$ cat config.mk
export PLATFORM = sky130hd
export DESIGN_NAME = pc_gen
export DESIGN_NICKNAME = d
export VERILOG_FILES = /design/src/rtl/core_pkg.sv /design/src/rtl/pc_next_sel.sv /design/src/rtl/pc_gen.sv
export SDC_FILE = /design/constraint.sdc
export NUM_CORES = 1
export LEC_CHECK = 0
export CAP_MARGIN = 5
export CORE_ASPECT_RATIO = 1.25
export CORE_UTILIZATION = 43
export DETAILED_ROUTE_END_ITERATION = 7
export MAX_ROUTING_LAYER = met4
export PLACE_DENSITY = 0.81
export SLEW_MARGIN = 20
export SYNTH_ARGS = -nofsm -noshare
export SYNTH_HDL_FRONTEND = slang
export SYNTH_SLANG_ARGS = --single-unit
$ cat constraint.sdc
create_clock -name clk -period 3.15 [get_ports clk]
set_clock_uncertainty 0.2 [all_clocks]
set_input_delay 0.4725 -clock clk [delete_from_list [all_inputs] [get_ports clk]]
set_output_delay 0.4725 -clock clk [all_outputs]
set_load 0.01 [all_outputs]
$ cat src/rtl/core_pkg.sv
// Shared definitions for the 32-bit core's program-counter path.
package core_pkg;

    localparam int              XLEN             = 32;
    localparam logic [XLEN-1:0] DEF_RESET_VECTOR = 32'h0000_0000;
    localparam logic [XLEN-1:0] DEF_TRAP_VECTOR  = 32'h0000_0100;
    localparam int              DEF_INSTR_BYTES  = 4;

    typedef enum logic [1:0] {
        BOOT = 2'd0,
        RUN  = 2'd1,
        HALT = 2'd2
    } pc_state_t;

endpackage

$ cat src/rtl/pc_next_sel.sv
// Next-PC priority mux: trap > mret > jump > branch > stall > sequential > hold,
// with the alignment check applied to the chosen redirect target.
module pc_next_sel
    import core_pkg::*;
#(
    parameter int               WIDTH       = XLEN,
    parameter logic [WIDTH-1:0] TRAP_VECTOR = WIDTH'(DEF_TRAP_VECTOR),
    parameter int               INSTR_BYTES = DEF_INSTR_BYTES,
    parameter int               ALIGN_BITS  = $clog2(INSTR_BYTES)
) (
    input  logic [WIDTH-1:0] i_pc,
    input  logic             i_pc_valid,
    input  logic             i_if_ready,
    input  logic             i_stall,
    input  logic             i_trap,
    input  logic             i_mret,
    input  logic [WIDTH-1:0] i_epc,
    input  logic             i_jump,
    input  logic [WIDTH-1:0] i_jump_target,
    input  logic             i_branch_taken,
    input  logic [WIDTH-1:0] i_branch_target,
    output logic [WIDTH-1:0] o_pc,
    output logic [WIDTH-1:0] o_target,
    output logic             o_redirect,
    output logic             o_misalign
);

    // A mask rather than a slice keeps ALIGN_BITS == 0 (byte-sized instructions) legal.
    localparam logic [WIDTH-1:0] ALIGN_MASK = (WIDTH'(1) << ALIGN_BITS) - WIDTH'(1);

    logic [WIDTH-1:0] w_target;

    always_comb begin
        // NOTE: every output gets a default before the branches, so no path leaves one unassigned and no latch is inferred.
        w_target   = i_mret ? i_epc : (i_jump ? i_jump_target : i_branch_target);
        o_pc       = i_pc;
        o_target   = '0;
        o_redirect = 1'b0;
        o_misalign = 1'b0;
        if (i_trap) begin
            o_pc       = TRAP_VECTOR;
            o_redirect = 1'b1;
        end else if (i_mret || i_jump || i_branch_taken) begin
            o_target   = w_target;
            o_redirect = 1'b1;
            if (|(w_target & ALIGN_MASK)) begin
                o_pc       = TRAP_VECTOR;
                o_misalign = 1'b1;
            end else begin
                o_pc = w_target;
            end
        end else if (!i_stall && i_pc_valid && i_if_ready) begin
            o_pc = i_pc + WIDTH'(INSTR_BYTES);
        end
    end

endmodule

$ cat src/rtl/pc_gen.sv
// Program-counter generator: BOOT/RUN/HALT sequencing around pc_next_sel,
// with every output driven straight from a register.
module pc_gen
    import core_pkg::*;
#(
    parameter int               WIDTH        = XLEN,
    parameter logic [WIDTH-1:0] RESET_VECTOR = WIDTH'(DEF_RESET_VECTOR),
    parameter logic [WIDTH-1:0] TRAP_VECTOR  = WIDTH'(DEF_TRAP_VECTOR),
    parameter int               INSTR_BYTES  = DEF_INSTR_BYTES,
    parameter int               ALIGN_BITS   = $clog2(INSTR_BYTES)
) (
    input  logic             clk,
    input  logic             rst,
    input  logic             if_ready,
    input  logic             stall,
    input  logic             branch_taken,
    input  logic [WIDTH-1:0] branch_target,
    input  logic             jump,
    input  logic [WIDTH-1:0] jump_target,
    input  logic             trap,
    input  logic             mret,
    input  logic [WIDTH-1:0] epc_in,
    input  logic             halt_req,
    input  logic             resume,
    output logic [WIDTH-1:0] pc,
    output logic             pc_valid,
    output logic             redirect,
    output logic             misalign_err,
    output logic [WIDTH-1:0] bad_addr,
    output logic             halted
);

    pc_state_t        r_state, w_state_nxt;
    logic [WIDTH-1:0] r_pc, w_pc_nxt;
    logic [WIDTH-1:0] r_bad_addr, w_bad_addr_nxt;
    logic             r_redirect, w_redirect_nxt;
    logic             r_misalign, w_misalign_nxt;

    logic [WIDTH-1:0] w_sel_pc, w_sel_target;
    logic             w_sel_redirect, w_sel_misalign;
    logic             w_pc_valid;

    assign w_pc_valid = (r_state == RUN);

    // A pending halt freezes the sequential advance; redirects still land first.
    pc_next_sel #(
        .WIDTH       (WIDTH),
        .TRAP_VECTOR (TRAP_VECTOR),
        .INSTR_BYTES (INSTR_BYTES),
        .ALIGN_BITS  (ALIGN_BITS)
    ) u_next_sel (
        .i_pc            (r_pc),
        .i_pc_valid      (w_pc_valid),
        .i_if_ready      (if_ready),
        .i_stall         (stall | halt_req),
        .i_trap          (trap),
        .i_mret          (mret),
        .i_epc           (epc_in),
        .i_jump          (jump),
        .i_jump_target   (jump_target),
        .i_branch_taken  (branch_taken),
        .i_branch_target (branch_target),
        .o_pc            (w_sel_pc),
        .o_target        (w_sel_target),
        .o_redirect      (w_sel_redirect),
        .o_misalign      (w_sel_misalign)
    );

    always_comb begin
        w_state_nxt    = r_state;
        w_pc_nxt       = r_pc;
        w_bad_addr_nxt = r_bad_addr;
        w_redirect_nxt = 1'b0;
        w_misalign_nxt = 1'b0;
        case (r_state)
            BOOT: w_state_nxt = RUN;
            RUN: begin
                w_pc_nxt       = w_sel_pc;
                w_redirect_nxt = w_sel_redirect;
                w_misalign_nxt = w_sel_misalign;
                if (w_sel_misalign) w_bad_addr_nxt = w_sel_target;
                if (halt_req && !trap) w_state_nxt = HALT;
            end
            HALT: begin
                // Only trap or resume can wake the block; trap also redirects.
                if (trap) begin
                    w_pc_nxt       = w_sel_pc;
                    w_redirect_nxt = 1'b1;
                    w_state_nxt    = RUN;
                end else if (resume) begin
                    w_state_nxt = RUN;
                end
            end
            default: w_state_nxt = BOOT;
        endcase
    end

    always_ff @(posedge clk or negedge rst) begin
        if (!rst) begin
            r_state    <= BOOT;
            r_pc       <= RESET_VECTOR;
            r_bad_addr <= '0;
            r_redirect <= 1'b0;
            r_misalign <= 1'b0;
        end else begin
            // NOTE: non-blocking assignments so every register samples pre-edge values.
            r_state    <= w_state_nxt;
            r_pc       <= w_pc_nxt;
            r_bad_addr <= w_bad_addr_nxt;
            r_redirect <= w_redirect_nxt;
            r_misalign <= w_misalign_nxt;
        end
    end

    assign pc           = r_pc;
    assign pc_valid     = w_pc_valid;
    assign redirect     = r_redirect;
    assign misalign_err = r_misalign;
    assign bad_addr     = r_bad_addr;
    assign halted       = (r_state == HALT);

endmodule

==> impl_metrics.ini <==
[setup_path]
crit_cells = 8
slowest_delay_ns = 0.42
slowest_stage = nor4bb_1
r2r_end = pc[13]
worstReg2RegStart = r_state[0]
path_cells = inv_1, ha_1, nor4bb_1, nand2_1, a21o_1, buf_4, a21o_1, a221o_1
end_kind = flop
cp_common_cell = a21o_1
cp-start-kind = flop
critical_path_buf_inv_count = 2
cp_data_arrival_time_ns = 2.70
worstSetupEndpoint = pc[13]
crit_start = r_state[0]
r2r_cells = 8
path_max_fanout = 31
critPathRequiredTime_ns = 3.17
critical_path_class = flop to flop
crit_family = compound AO/OA/AOI/OAI gates
r2r_slack_ns = 0.47

[timing]
maxSlewHeadroom = 0.488
setup_tns_ns = 0
fin_crit_sh = 0.851
setup_viol = 0
rsz0062_at_grt = false
drv_slew = 0
min_period_ns = 2.68
worstMarginPinSlew_ns = 0.760
finalHoldViolCount = 0
timing.fmax_ghz = 0.373

[final_layout]
fin_nets = 735
fillCellCount = 730
postLayoutCellArea_um2 = 6280
seq_area_um2 = 1700
post-route-util = 0.692
multiInputGateArea_um2 = 2150
layout-area-overhead-vs-synth_pct = 56.9
instances_no_fill = 752
antennaDiodeCount = 0
drive_above_1_share = 0.102

[clocking]
cts_tree = built
clockBufferDepth = 2
h-tree-depth = 3
clk_pin_slew_ns = 0.06
cts.sinks = 68
clk_latency_ns = 0.34
cts_inserted_buffers = 9
clock-root-buffer = clkbuf_16
post_cts_buffers = 0

[route]
drt-initial-drc-count = 385
avgRoutedWirePerCell_um = 19.5
viasPerCell = 6.07
wl_um = 14700
drc = 0
drtPass1Iterations = 5
ant_nets = 0
vias = 4568

[logic_synthesis]
synth_area_um2 = 4010
syn_avg_cell_area_um2 = 8.88
synth-async-reset-ratio = 1.00
synthFlopType = dfrtp_1
ys.warnings.count = 0
synth_edf_count = 0
syn-num-nets = 562
yosysSeqAreaShare = 0.425
synth_cell_types = 51
synthCells = 451
ys_ff_latch = 68

[place]
port_buffers = 173
place.gp.congestion = 0.921
dp_hpwl_um = 11100
placed_cell_area_um2 = 5930
placed_cells = 735

[floorplanning]
num_rows = 39
die_h_um = 110
core-area_um2 = 9080
die_w_um = 88.3
dieArea_um2 = 9710
initial_utilization = 0.441
ios = 174

[job]
maxCapViolations = 0

[power_and_ir_drop]
switching_share = 0.346
pwr-share-clk = 0.258
leakagePower_nw = 2.51
seqPwrFrac = 0.328
ir_drop_v = 0.000385
cell_internal_pwr_w = 0.00293
netSwitchingPower_w = 0.00154
power_w = 0.00447
pwr-share-comb = 0.414
power.density_nw_per_um2 = 711

[worst_hold_path]
hold_path_class = flop to flop

[global_routing]
grt_overflow_total = 0
grt_pass1_vias = 4590
track_usage = 0.324
grt_max_degree = 44
grt_pass1_wl_um = 23000
antenna_found_initial = 0

[run_status]
status = finished clean
-- what timing repair did --
| action | 4_1_cts | 5_1_grt |
|---|---|---|
| endpoints found under the hold margin | 25 | 0 |
| resized for setup | 0 | 0 |
| hold buffers | 1 | 0 |
-- worst min-delay path by stage --
| stage | endpoint | cells after the start | from |
|---|---|---|---|
| after global routing | bad_addr[10] | 2 | bad_addr[10] |
| final | bad_addr[7] | 2 | bad_addr[7] |
| after detailed placement | bad_addr[15] | 2 | bad_addr[15] |
| after global placement | bad_addr[14] | 2 | bad_addr[14] |
| after CTS | bad_addr[15] | 2 | bad_addr[15] |
| after floorplan | bad_addr[0] | 0 | rst |
-- worst min-delay path, cell delays in order, from the launching register on --
cell and delay (ns):
dfrtp_1 0.34, nand2_1 0.05, o21ai_0 0.06
-- power groups by stage --
stage / combinational [W] / sequential (W) / clock [W]
global placement: 0.00178 / 0.00145 / 0
finish: 0.00185 / 0.00147 / 0.00115
floorplan: 0.000667 / 0.00155 / 0
detailed placement: 0.00183 / 0.00147 / 0
CTS: 0.00185 / 0.00146 / 0.00116
global route: 0.00199 / 0.00151 / 0.00120
-- layer usage --
metal  GRT usage  wire length [µm]  vias to the layer above
li1            -                 -                     2073
met1       0.341              5370                     2216
met2       0.569              7600                      237
met3      0.0623              1080                       42
met4       0.171               629                        0
met5           -                 0                        -
-- cell families (layout without fill, tap and decap cells) --
kind of cell / after synthesis / in the layout / share of synthesized area
and+or+nand+nor: 145 / 145 / 0.187
adders and majority gates: 5 / 5 / 0.0156
buffers and inverters: 42 / 220 / 0.0428
muxes: 16 / 16 / 0.0447
xor gates and xnor gates: 2 / 2 / 0.00437
DFF: 68 / 68 / 0.425
AOI/OAI and AO/OA: 173 / 173 / 0.280
-- metrics by stage --
stage,hold WS [ns],setup slack (ns)
after floorplan,-0.0231,0.902
after global placement,0.261,0.347
after detailed placement,0.270,0.308
after CTS,0.284,0.505
after global routing,0.321,0.385
final,0.281,0.470
-- cell usage in the layout (no fill, tap or decap), types with 4 or more instances in the layout --
cell type,netlist,routed
clkdlybuf4s50_1,0,171
o21ai_0,74,74
dfrtp_1,68,68
nand2_1,56,56
nand3_1,23,23
buf_4,1,21
a22oi_1,18,18
nor2_1,17,17
a21oi_1,15,15
mux2_2,15,15
a221o_1,13,13
nand4_1,12,12
a31oi_1,9,9
o211ai_1,9,9
clkbuf_16,0,9
inv_1,8,8
o32a_1,7,7
nor3_1,5,5
or4_1,5,5
ha_1,5,5
a32oi_1,4,4
-- flip-flops by register name, summed over array words and instances, names as in the netlist --
register and flops:
bad_addr 32, pc 32, r_state 2, misalign_err 1, redirect 1
-- synth_stat cells, drive strengths merged, types with 3 or more instances --
cell    number  area share
o21ai       77       0.096
dfrtp       68        0.42
nand2       56       0.052
nand3       23       0.029
clkbuf      21       0.020
a22oi       18       0.034
nor2        17       0.016
a21oi       15       0.019
mux2        15       0.042
a221o       13       0.032
buf         13       0.016
nand4       12       0.019
a31oi        9       0.014
o211ai       9       0.017
inv          8      0.0075
nor3         7       0.011
o32a         7       0.017
or4          6       0.012
ha           5       0.016
a32oi        4      0.0087
nor2b        4      0.0062
a21o         3      0.0056
nand2b       3      0.0047
nand3b       3      0.0056
nor4         3      0.0078
o221ai       3      0.0066
o22ai        3      0.0047
-- area by class of cell --
| cell class | instances | area share |
|---|---|---|
| Multi-Input combinational cell | 341 | 0.342 |
| Timing Repair Buffer | 196 | 0.304 |
| Sequential cell | 68 | 0.271 |
| Clock buffer | 10 | 0.0364 |
| Tap cell | 123 | 0.0245 |
| Clock inverter | 6 | 0.0179 |
| Inverter | 8 | 0.00478 |
No activity file was read; power rests on OpenSTA's default activity.
